$ cat config.mk
export PLATFORM = sky130hd
export DESIGN_NAME = neuron_layer_mac_flat
export DESIGN_NICKNAME = d
export VERILOG_FILES = /design/src/rtl/neuron_layer_mac_if.sv /design/src/rtl/neuron_layer_mac.sv /design/src/flat_wrapper.sv
export SDC_FILE = /design/constraint.sdc
export NUM_CORES = 1
export LEC_CHECK = 0
export ABC_AREA = 1
export CAP_MARGIN = 20
export CORE_ASPECT_RATIO = 1.1
export CORE_MARGIN = 2
export CORE_UTILIZATION = 50
export DETAILED_ROUTE_END_ITERATION = 8
export PLACE_DENSITY = 0.82
export SETUP_SLACK_MARGIN = 0.05
export SYNTH_ARGS = -nofsm -noshare
export SYNTH_HDL_FRONTEND = slang
export SYNTH_SLANG_ARGS = --single-unit
export TNS_END_PERCENT = 10
$ cat constraint.sdc
create_clock -name clk -period 9.2 [get_ports clk]
set_input_delay 1.84 -clock clk [delete_from_list [all_inputs] [get_ports clk]]
set_output_delay 1.84 -clock clk [all_outputs]
set_load 0.005 [all_outputs]
$ cat src/rtl/neuron_layer_mac_if.sv
// Handshake and data bundle for neuron_layer_mac.
// master: drives start, x0..x3, w_flat, b_flat; slave: drives y0..y3, busy, done.
interface neuron_layer_mac_if;
    logic              start;
    logic signed [7:0] x0;
    logic signed [7:0] x1;
    logic signed [7:0] x2;
    logic signed [7:0] x3;
    logic [127:0]      w_flat;
    logic [31:0]       b_flat;
    logic signed [7:0] y0;
    logic signed [7:0] y1;
    logic signed [7:0] y2;
    logic signed [7:0] y3;
    logic              busy;
    logic              done;

    modport master (
        output start, x0, x1, x2, x3, w_flat, b_flat,
        input  y0, y1, y2, y3, busy, done
    );

    modport slave (
        input  start, x0, x1, x2, x3, w_flat, b_flat,
        output y0, y1, y2, y3, busy, done
    );
endinterface

$ cat src/rtl/neuron_layer_mac.sv
// 4-input / 4-neuron fully-connected layer on one time-shared 8x8 multiplier.
// Ports: clk, reset (async, active-high), bus (neuron_layer_mac_if.slave).
// Build option: define NN_RELU_EN to apply ReLU after saturation.
module neuron_layer_mac #(
    parameter int SHIFT = 6
) (
    input logic               clk,
    input logic               reset,
    neuron_layer_mac_if.slave bus
);

    typedef enum logic [1:0] {IDLE, RUN, DONE} state_t;

    state_t             state;
    state_t             state_nxt;
    logic [3:0]         cnt;
    logic [1:0]         n;
    logic [1:0]         i;
    logic signed [7:0]  xl [4];
    logic signed [7:0]  y  [4];
    logic signed [17:0] acc;

    logic signed [7:0]  w_sel;
    logic signed [7:0]  x_sel;
    logic signed [7:0]  b_sel;
    logic signed [15:0] prod;
    logic signed [17:0] base;
    logic signed [17:0] sum;
    logic signed [17:0] shifted;
    logic signed [7:0]  sat;
    logic signed [7:0]  act;
    logic               busy;
    logic               done;

    // cnt walks n-major/i-minor, so it is also the weight index 4n+i
    assign n = cnt[3:2];
    assign i = cnt[1:0];

    assign w_sel = bus.w_flat[{cnt, 3'b000} +: 8];
    assign b_sel = bus.b_flat[{n, 3'b000} +: 8];
    assign x_sel = xl[i];
    assign prod  = w_sel * x_sel;

    // first product of a neuron starts from the bias instead of acc
    assign base = (i == 2'd0) ? {{10{b_sel[7]}}, b_sel} : acc;
    assign sum  = base + {{2{prod[15]}}, prod};

    assign shifted = sum >>> SHIFT;

    always_comb begin
        sat = shifted[7:0];
        if (shifted > 18'sd127) begin
            sat = 8'sd127;
        end else if (shifted < -18'sd128) begin
            sat = -8'sd128;
        end
    end

`ifdef NN_RELU_EN
    assign act = sat[7] ? 8'sd0 : sat;
`else
    assign act = sat;
`endif

    always_ff @(posedge clk or posedge reset) begin
        if (reset) begin
            state <= IDLE;
        end else begin
            state <= state_nxt;
        end
    end

    always_comb begin
        state_nxt = state;
        busy      = 1'b0;
        done      = 1'b0;
        unique case (state)
            IDLE: begin
                if (bus.start) begin
                    state_nxt = RUN;
                end
            end
            RUN: begin
                busy = 1'b1;
                if (cnt == 4'd15) begin
                    state_nxt = DONE;
                end
            end
            DONE: begin
                done      = 1'b1;
                state_nxt = IDLE;
            end
            default: state_nxt = IDLE;
        endcase
    end

    always_ff @(posedge clk or posedge reset) begin
        if (reset) begin
            cnt <= '0;
            acc <= '0;
            for (int k = 0; k < 4; k++) begin
                xl[k] <= '0;
                y[k]  <= '0;
            end
        end else begin
            unique case (state)
                IDLE: begin
                    if (bus.start) begin
                        xl[0] <= bus.x0;
                        xl[1] <= bus.x1;
                        xl[2] <= bus.x2;
                        xl[3] <= bus.x3;
                        cnt   <= '0;
                    end
                end
                RUN: begin
                    acc <= sum;
                    cnt <= cnt + 4'd1;
                    if (i == 2'd3) begin
                        y[n] <= act;
                    end
                end
                default: ;
            endcase
        end
    end

    assign bus.y0   = y[0];
    assign bus.y1   = y[1];
    assign bus.y2   = y[2];
    assign bus.y3   = y[3];
    assign bus.busy = busy;
    assign bus.done = done;

endmodule

$ cat src/flat_wrapper.sv
// flat-port wrapper written by rule: the top's interface ports become plain ports
module neuron_layer_mac_flat 
#(
    parameter int SHIFT = 6
)
  (clk, reset, bus_start, bus_x0, bus_x1, bus_x2, bus_x3, bus_w_flat, bus_b_flat, bus_y0, bus_y1, bus_y2, bus_y3, bus_busy, bus_done);
  neuron_layer_mac_if bus_i ();
  input logic clk;
  input logic reset;
  input wire logic [$bits(bus_i.start)-1:0] bus_start;
  input wire logic [$bits(bus_i.x0)-1:0] bus_x0;
  input wire logic [$bits(bus_i.x1)-1:0] bus_x1;
  input wire logic [$bits(bus_i.x2)-1:0] bus_x2;
  input wire logic [$bits(bus_i.x3)-1:0] bus_x3;
  input wire logic [$bits(bus_i.w_flat)-1:0] bus_w_flat;
  input wire logic [$bits(bus_i.b_flat)-1:0] bus_b_flat;
  output wire logic [$bits(bus_i.y0)-1:0] bus_y0;
  output wire logic [$bits(bus_i.y1)-1:0] bus_y1;
  output wire logic [$bits(bus_i.y2)-1:0] bus_y2;
  output wire logic [$bits(bus_i.y3)-1:0] bus_y3;
  output wire logic [$bits(bus_i.busy)-1:0] bus_busy;
  output wire logic [$bits(bus_i.done)-1:0] bus_done;
  assign bus_i.start = bus_start;
  assign bus_i.x0 = bus_x0;
  assign bus_i.x1 = bus_x1;
  assign bus_i.x2 = bus_x2;
  assign bus_i.x3 = bus_x3;
  assign bus_i.w_flat = bus_w_flat;
  assign bus_i.b_flat = bus_b_flat;
  assign bus_y0 = bus_i.y0;
  assign bus_y1 = bus_i.y1;
  assign bus_y2 = bus_i.y2;
  assign bus_y3 = bus_i.y3;
  assign bus_busy = bus_i.busy;
  assign bus_done = bus_i.done;
  neuron_layer_mac #(.SHIFT(SHIFT)) u_core (.clk(clk), .reset(reset), .bus(bus_i));
endmodule
==> flow_summary.toml <==
[outcome]
status = "complete, no violations"

[worst_setup_path]
crit_type = "primary input to flip-flop"
worstPathMaxFanout = 7
path_common_cell = "nand2_1"
slowest_stage = "fa_1"
required_ps = 9440
cp-end-kind = "flip-flop"
startpoint_type = "primary input"
cp_top_family = "adder cells"
crit_arrival_ps = 8750
max_stage_delay_ps = 560
critical_path_buf_inv_count = 8

[floorplan]
die_y_um = 141.4
fp.dieW_um = 128.9
die_area_sq_um = 18220
rows = 50
core_area_sq_um = 16890
ios = 229
start_util_pct = 50.79

[global_route]
grt_max_degree = 83
grt_pass1_wl_um = 45470
grt_util_all_layers_pct = 31.84
gr-total-overflow = 0
grt_pass1_vias = 9063
antenna_found_initial = 2

[sta]
finalCriticalPeriod_ps = 8516
fin_tns_setup_ps = 0
slew_violations = 0
period_share_pct = 92.57
worst_pin_slew_ps = 1084
hold_viol = 0
slew_headroom_pct = 27.69
rsz0062_at_grt = "false"
max_freq_ghz = 0.1174
fin_skew_ps = 11.22
finalSetupViolCount = 0

[clocking]
clockBufferDepth = 2
cts_resized = 0
cts_root_buffer = "clkbuf_16"
path_clk_slew_ps = 70
cts_tree = "yes"
post_cts_buffers = 0
h-tree-depth = 3
clk_latency_ps = 350
clkSinkCount = 88
ctsHoldBuffers = 0
cts_made_buffers = 9

[logic_synthesis]
syn-num-nets = 1547
yosys.area.top_type_share_pct = 25.67
async_flop_share_pct = 100.0
synth_edf_count = 0
synth_flop_cell = "dfrtp_1"
yosysWarnings = 0
synth_top_area_cell = "dfrtp_1"
synth_seq_area_share_pct = 25.67
synthDistinctLibCells = 39
syn_inst = 1248
yosys-top-cells-area = "dfrtp_1 26%, nand2_1 17%, fa_1 13%, inv_1 7.2%, ha_1 7.0%"
synth-seq-cells = 88
syn_avg_cell_area_sq_um = 6.874
synth_area_sq_um = 8578

[drt]
postRouteAntennaNets = 0
via_per_inst = 5.479
drc = 0
wl_per_cell_um = 17.25
vias = 9122
drt-initial-drc-count = 717
drt_pass1_iterations = 5
wl_um = 28730

[cells_and_area]
final_layout_size_suffix_gt1_share_pct = 3.986
layout.nets = 1749
area_growth_pct = 32.13

[placement]
hpwl_um = 22110
place.gp.congestion = 0.9293
io_buffers = 228

[flow_run]
maxCapViolCount = 0

[min_path]
min_path_type = "flip-flop to flip-flop"
flip-flops by register name, indices dropped and copies added (netlist names):
register	flops
u_core.cnt	4
u_core.bus.y0	8
u_core.bus.y3	8
u_core.xl	32
u_core.bus.y2	8
u_core.acc	18
u_core.state	2
u_core.bus.y1	8
metal layers:
layer | up-vias | GRT usage, % | wire length (um)
met4 | 0 | 15.85 | 1369
met3 | 81 | 4.789 | 2178
li1 | 4351 | - | -
met5 | - | 0 | 0
met1 | 4245 | 37.17 | 10910
met2 | 445 | 56.70 | 14270
path summary, 6_finish.rpt:
path | startpoint | end | slack [ps] | cells after the start
setup reg to reg | u_core.cnt[1] | u_core.bus.y2[5] | 1150 | 34
min in group asynchronous | reset | u_core.bus.y0[1] | 1910 | 2
hold reg to reg | u_core.xl[27] | u_core.xl[27] | 480 | 2
setup / recovery | bus_w_flat[119] | u_core.bus.y2[5] | 680 | 37
hold / removal | u_core.xl[27] | u_core.xl[27] | 480 | 2
max in group asynchronous | reset | u_core.cnt[0] | 6210 | 3
final cells by class:
| class | count | area, sq um |
|---|---|---|
| Tap cell | 208 | 260.3 |
| Timing Repair Buffer | 238 | 2377 |
| Sequential cell | 88 | 2203 |
| Clock inverter | 6 | 72.57 |
| Multi-Input combinational cell | 939 | 5523 |
| Fill cell | 1475 | 5557 |
| Inverter | 174 | 654.4 |
| Antenna cell | 2 | 5.005 |
| Clock buffer | 10 | 239.0 |
synthesized netlist by cell type (5+ instances only):
cell type  instances
nand2_1          380
clkinv_1           5
buf_2             10
inv_1            165
nor2_1           152
dfrtp_1           88
a21oi_1           36
o22ai_1           33
clkbuf_1          32
a31oi_1            5
xnor2_1           10
nand3_1           27
nand4_1           13
nand2_2            8
xor2_1             9
ha_1              48
a22oi_1            9
o21ai_0          116
fa_1              56
per-stage QoR:
step | instance area, sq um | hold WS [ps] | utilization (%) | setup slack, ps | cells
2_1_floorplan | 8578 | 440.7 | - | 1671 | 1248
3_3_place_gp | 10990 | 458.3 | 65.07 | 462.3 | 1646
3_5_place_dp | 10990 | 465.5 | 65.07 | 373.1 | 1646
4_1_cts | 11300 | 484.5 | 66.91 | 697.6 | 1662
5_1_grt | 11330 | 508.0 | 67.10 | 118.6 | 1665
6_report | 11330 | 482.7 | 67.10 | 683.8 | 1665
worst register-to-register path, delay by kind of cell, from the launching register on:
family	cells	cell delay, ps
compound gates	4	1310
flops	1	380
buf+inv	6	1500
xor+xnor	1	170
simple gates	17	1760
fa+ha+maj	6	2780
cell families (layout without fill, tap and decap cells):
logic type | Yosys count | in the layout | share of synthesized area (%)
simple gates | 600 | 600 | 28.11
buf+inv | 221 | 428 | 9.948
compound gates | 216 | 216 | 14.26
fa+ha+maj | 104 | 104 | 20.07
flops | 88 | 88 | 25.67
xor+xnor | 19 | 19 | 1.940
other cells | 0 | 2 | 0
placed cells by master, fill, tap and decap left out, types with 13 or more instances in the layout:
master and count:
nand2_1 380, clkdlybuf4s50_1 228, inv_1 164, nor2_1 152, o21ai_0 116, dfrtp_1 87
fa_1 56, ha_1 48, a21oi_1 36, o22ai_1 33, nand3_1 27, nand4_1 13
Power is left out: the tool's default activity adds up to more than one toggle a clock period on the data nets, which glitch-free logic cannot reach.
